`config.mk`:
```
export PLATFORM = sky130hd
export DESIGN_NAME = otter_rfile_mp
export DESIGN_NICKNAME = d
export VERILOG_FILES = /design/src/rtl/otter_rfile_mp.sv
export SDC_FILE = /design/constraint.sdc
export NUM_CORES = 2
export LEC_CHECK = 0
export CORE_MARGIN = 3
export CORE_UTILIZATION = 45
export CTS_CLUSTER_SIZE = 10
export DETAILED_ROUTE_END_ITERATION = 10
export PLACE_DENSITY = 0.6
export SETUP_SLACK_MARGIN = 0.1
export SYNTH_ARGS = -nofsm -noshare
export SYNTH_HDL_FRONTEND = slang
export SYNTH_SLANG_ARGS = --single-unit
```
`constraint.sdc`:
```
create_clock -name clk -period 4.1 [get_ports clk]
set_input_delay 0.82 -clock clk [delete_from_list [all_inputs] [get_ports clk]]
set_output_delay 0.82 -clock clk [all_outputs]
set_load 0.01 [all_outputs]
```
`src/rtl/otter_rfile_mp.sv`:
```
`default_nettype none
// ============================================================================
// Module   : otter_rfile_mp
// Brief    : N-read / M-write register file with write-through bypass,
//            pending-write scoreboard and a sequential bulk-clear engine.
// Revision : 1.0
// ============================================================================
module otter_rfile_mp #(
  parameter  int XLEN     = 32,
  parameter  int NREGS    = 32,
  parameter  int NUM_RD   = 2,
  parameter  int NUM_WR   = 1,
  parameter  int BYPASS   = 1,
  parameter  int ZERO_REG = 1,
  localparam int AW       = $clog2(NREGS)
) (
  input  logic                   clk,
  input  logic                   rst_n,
  input  logic [NUM_RD*AW-1:0]   r_addr,
  output logic [NUM_RD*XLEN-1:0] r_data,
  output logic [NUM_RD-1:0]      r_busy,
  input  logic [NUM_WR-1:0]      w_en,
  input  logic [NUM_WR*AW-1:0]   w_addr,
  input  logic [NUM_WR*XLEN-1:0] w_data,
  input  logic                   sb_set_en,
  input  logic [AW-1:0]          sb_set_addr,
  input  logic                   clr_start,
  output logic                   clr_busy
);

  localparam logic [AW-1:0] LAST_IDX = AW'(NREGS - 1);

  typedef enum logic [0:0] {
    S_IDLE  = 1'b0,
    S_CLEAR = 1'b1
  } state_t;

  state_t            state_q;
  state_t            state_d;
  logic [AW-1:0]     clr_cnt;
  logic [XLEN-1:0]   regs [NREGS];
  logic [NREGS-1:0]  sb;

  always_ff @(posedge clk or negedge rst_n) begin
    if (!rst_n) begin
      state_q <= S_IDLE;
    end else begin
      state_q <= state_d;
    end
  end

  always_comb begin
    state_d = state_q;
    case (state_q)
      S_IDLE:  if (clr_start) state_d = S_CLEAR;
      S_CLEAR: if (clr_cnt == LAST_IDX) state_d = S_IDLE;
      default: state_d = S_IDLE;
    endcase
  end

  assign clr_busy = (state_q == S_CLEAR);

  // Later loop iterations override earlier ones, so the highest write port
  // wins on address conflicts and a scoreboard set beats a write-side clear.
  always_ff @(posedge clk or negedge rst_n) begin
    if (!rst_n) begin
      for (int i = 0; i < NREGS; i++) begin
        regs[i] <= '0;
      end
      sb      <= '0;
      clr_cnt <= '0;
    end else if (state_q == S_CLEAR) begin
      regs[clr_cnt] <= '0;
      clr_cnt       <= clr_cnt + 1'b1;
      if (clr_cnt == LAST_IDX) begin
        sb <= '0;
      end
    end else begin
      clr_cnt <= '0;
      for (int p = 0; p < NUM_WR; p++) begin
        if (w_en[p]) begin
          sb[w_addr[p*AW +: AW]] <= 1'b0;
          if (!(ZERO_REG != 0 && w_addr[p*AW +: AW] == '0)) begin
            regs[w_addr[p*AW +: AW]] <= w_data[p*XLEN +: XLEN];
          end
        end
      end
      if (sb_set_en && !(ZERO_REG != 0 && sb_set_addr == '0)) begin
        sb[sb_set_addr] <= 1'b1;
      end
    end
  end

  always_comb begin
    logic [AW-1:0]   ra;
    logic [XLEN-1:0] word;
    ra     = '0;
    word   = '0;
    r_data = '0;
    r_busy = '0;
    for (int k = 0; k < NUM_RD; k++) begin
      ra   = r_addr[k*AW +: AW];
      word = regs[ra];
      if (BYPASS != 0 && state_q == S_IDLE) begin
        for (int p = 0; p < NUM_WR; p++) begin
          if (w_en[p] && w_addr[p*AW +: AW] == ra) begin
            word = w_data[p*XLEN +: XLEN];
          end
        end
      end
      if (ZERO_REG != 0 && ra == '0) begin
        word = '0;
      end
      r_data[k*XLEN +: XLEN] = word;
      r_busy[k]              = sb[ra] && !(ZERO_REG != 0 && ra == '0);
    end
  end

endmodule
`default_nettype wire

```
==> results.json <==
{
  "status": "completed",
  "io_pins": 124,
  "synthSimpleGateAreaFrac": 0.04729,
  "nFillCells": 10187,
  "yosysWarnings": 0,
  "dr.pass1.iters": 6,
  "clk_path_buf_depth": 3,
  "ir_worst_vdd_mv": 0.3570,
  "rsz0062_at_grt": "yes",
  "synth-adder-area-share": 0.001114,
  "holdWs_ns": 0.09998,
  "wl_per_cell_um": 36.90,
  "grt_pass1_wl_um": 334700,
  "dieWidth_um": 359.2,
  "die-area_um2": 129000,
  "initial_core_util": 0.4571,
  "avgSynthCellArea_um2": 12.79,
  "wl_um": 233400,
  "htreeDepth": 3,
  "p_per_area_nw_per_um2": 421.0,
  "clockRootBuffer": "clkbuf_16",
  "clk_pin_slew_worst_paths_ns": 0.05,
  "regArea_um2": 26580,
  "cpMostUsedCell": "buf_4",
  "fin_tns_setup_ns": 0,
  "cts_tree": "done",
  "die_h_um": 359.2,
  "grtUsageTotal": 0.3534,
  "synth_top_family_by_area": "compound AO/OA/AOI/OAI gates",
  "yosys.area.top_type": "dfrtp_1",
  "drt_iter0_drc": 6672,
  "multi_input_area_um2": 27940,
  "gp_congestion": 0.9423,
  "crit_type": "input port to primary output",
  "max_stage_delay_ns": 0.48,
  "first_global_vias": 46330,
  "synth_cells": 4391,
  "holdCritPathClass": "input port to async pin",
  "cp-start-kind": "input port",
  "finalSetupViolCount": 0,
  "fin_nets": 4716,
  "port_buffers": 123,
  "cp_cell_sequence": "clkdlybuf4s50_1, buf_6, xnor2_2, nand2_2, o31ai_4, buf_6, buf_4, buf_4, nor3_1, buf_4, a221o_1, buf_2",
  "drc": 0,
  "synth_area_leaders": "dfrtp_1 47%, mux4_2 17%, a22o_1 16%",
  "synthMuxAreaShare": 0.2101,
  "clkLatencyLatePin_ns": 0.76,
  "postRouteAntennaNets": 0,
  "finalMaxSlewViolations": 0,
  "vias": 46805,
  "cts.sinks": 1062,
  "required_ns": 3.28,
  "cap_violations": 0,
  "core_um2": 122800,
  "hold_viol": 0,
  "core.rowCount": 128,
  "tightest_slew_ns": 1.130,
  "syn_area_um2": 56150,
  "max_freq_mhz": 250.1,
  "grt_max_degree": 103,
  "dp_hpwl_um": 141700,
  "yosysSeqAreaShare": 0.4733,
  "max_slew_margin": 0.2446,
  "synth_compound_area_frac": 0.2180,
  "min_period_ns": 3.998,
  "synth_async_sr_flop_share": 1.000,
  "synth_xor_area_frac": 0.001872,
  "period_share": 0.9751,
  "slowest_stage": "clkdlybuf4s50_1",
  "leakage_nw": 30.16,
  "ys.flop_type": "dfrtp_1",
  "vias_per_cell": 7.401,
  "area_growth_pct": 20.03,
  "syn_nets": 4453,
  "crit_arrival_ns": 3.18,
  "yosysTopAreaCellShare": 0.4733,
  "gr-total-overflow": 0,
  "cts_buffers": 120,
  "setup.worst_path.end_class": "primary output",
  "hold_buffers": 0,
  "ys_seq_elements": 1062,
  "antenna_found_initial": 6,
  "drive_above_1_share": 0.2902,
  "synth-edff-count": 0,
  "skew_ns": 0.02772,
  "cp_max_fo": 5,
  "synth.distinct_cells": 63,
  "p_total_mw": 28.38
}
==> metal layers <==
layer,up-vias,share of wire,track usage
li1,17881,-,-
met3,741,0.13,0.1063
met5,-,0.00015,0
met1,24306,0.38,0.4838
met2,3871,0.43,0.5062
met4,6,0.063,0.1897
==> final cells by class <==
| type | instances | area share |
|---|---|---|
| Multi-Input combinational cell | 2728 | 0.4146 |
| Sequential cell | 1062 | 0.3943 |
| Timing Repair Buffer | 707 | 0.1088 |
| Clock buffer | 160 | 0.04890 |
| Tap cell | 1625 | 0.03017 |
| Inverter | 35 | 0.001968 |
| Clock inverter | 5 | 0.001207 |
| Antenna cell | 2 | 0.00007426 |
==> worst paths after layout <==
| kind | from | end | slack (ns) | cells after the start |
|---|---|---|---|---|
| setup / recovery | w_addr[4] | r_data[35] | 0.10 | 12 |
| hold / removal | rst_n | regs[709]$_DFFE_PN0P_ | 0.1 | 1 |
| setup reg to reg | clr_busy$_DFF_PN0_ | sb[29]$_DFFE_PN0P_ | 1.50 | 7 |
| hold reg to reg | regs[1015]$_DFFE_PN0P_ | regs[1015]$_DFFE_PN0P_ | 0.51 | 1 |
| max in group asynchronous | rst_n | regs[855]$_DFFE_PN0P_ | 2.83 | 2 |
| min in group clk | regs[1015]$_DFFE_PN0P_ | regs[1015]$_DFFE_PN0P_ | 0.51 | 1 |
==> through the flow <==
stage | utilization | instance area (um2) | std cells | setup WS [ns]
global placement | 0.5126 | 62970 | 6123 | -0.4355
detailed placement | 0.5126 | 62970 | 6123 | -0.4559
floorplan | - | 56150 | 4391 | 0.7484
CTS | 0.5475 | 67250 | 6316 | 0.1023
finish | 0.5486 | 67390 | 6324 | 0.1019
global route | 0.5486 | 67390 | 6322 | 0.06231
==> power by group <==
group	total, mW	internal [mW]	leakage (nW)	switching [mW]
registers	12.3	11.4	14.7	0.836
logic	6.21	2.61	13.8	3.60
clock network	9.88	5.49	1.64	4.39
==> cells by family (layout without fill, tap and decap cells) <==
group / after synthesis / after routing
multiplexers: 646 / 646
adder cells (fa/ha/maj): 5 / 5
other: 0 / 2
flip-flops: 1062 / 1062
XOR/XNOR: 12 / 12
buffers and inverters: 602 / 907
AO/OA/AOI/OAI: 1480 / 1480
AND/OR/NAND/NOR: 584 / 585
==> worst max-delay path, delay by kind of cell <==
kind,cells,cell delay (ns)
buf+inv,7,1.46
compound gates,2,0.57
simple gates,2,0.19
xor+xnor,1,0.14
==> sequential cells by signal, summed over array words and instances, names as in the netlist <==
register	cells
regs	1024
clr_cnt	5
clr_busy	1
sb	32
==> placed cells by master (no fill, tap or decap), drive strengths merged, types with 78 or more instances in the layout <==
master  synthesis  layout
dfrtp        1062    1062
a22o          996     996
buf           129     594
mux4          422     422
nand2         308     308
mux2i         202     202
clkbuf        438     167
a21oi          90      90
nor2           89      89
a22oi          78      78
==> Yosys cell counts, drive strengths merged, types with 17 or more instances <==
master and n:
o21ai 69, nor2 89, a22o 996, nand2 308, o32ai 30, inv 35, a211o 17, and2 56
mux4 422, a221oi 61, nor3 44, clkbuf 438, nor2b 18, a21oi 90, mux2 22, a22oi 78
o22ai 35, dfrtp 1062, o211a 17, mux2i 202, buf 129, a31oi 30
==> timing repair <==
item | CTS | global route
gates resized for setup | 205 | 38
pin swaps | 9 | 6
buffers inserted | 19 | 5
setup endpoints to repair | 66 | 39
gates cloned | 9 | 1
(Power assumes the default switching activity.)
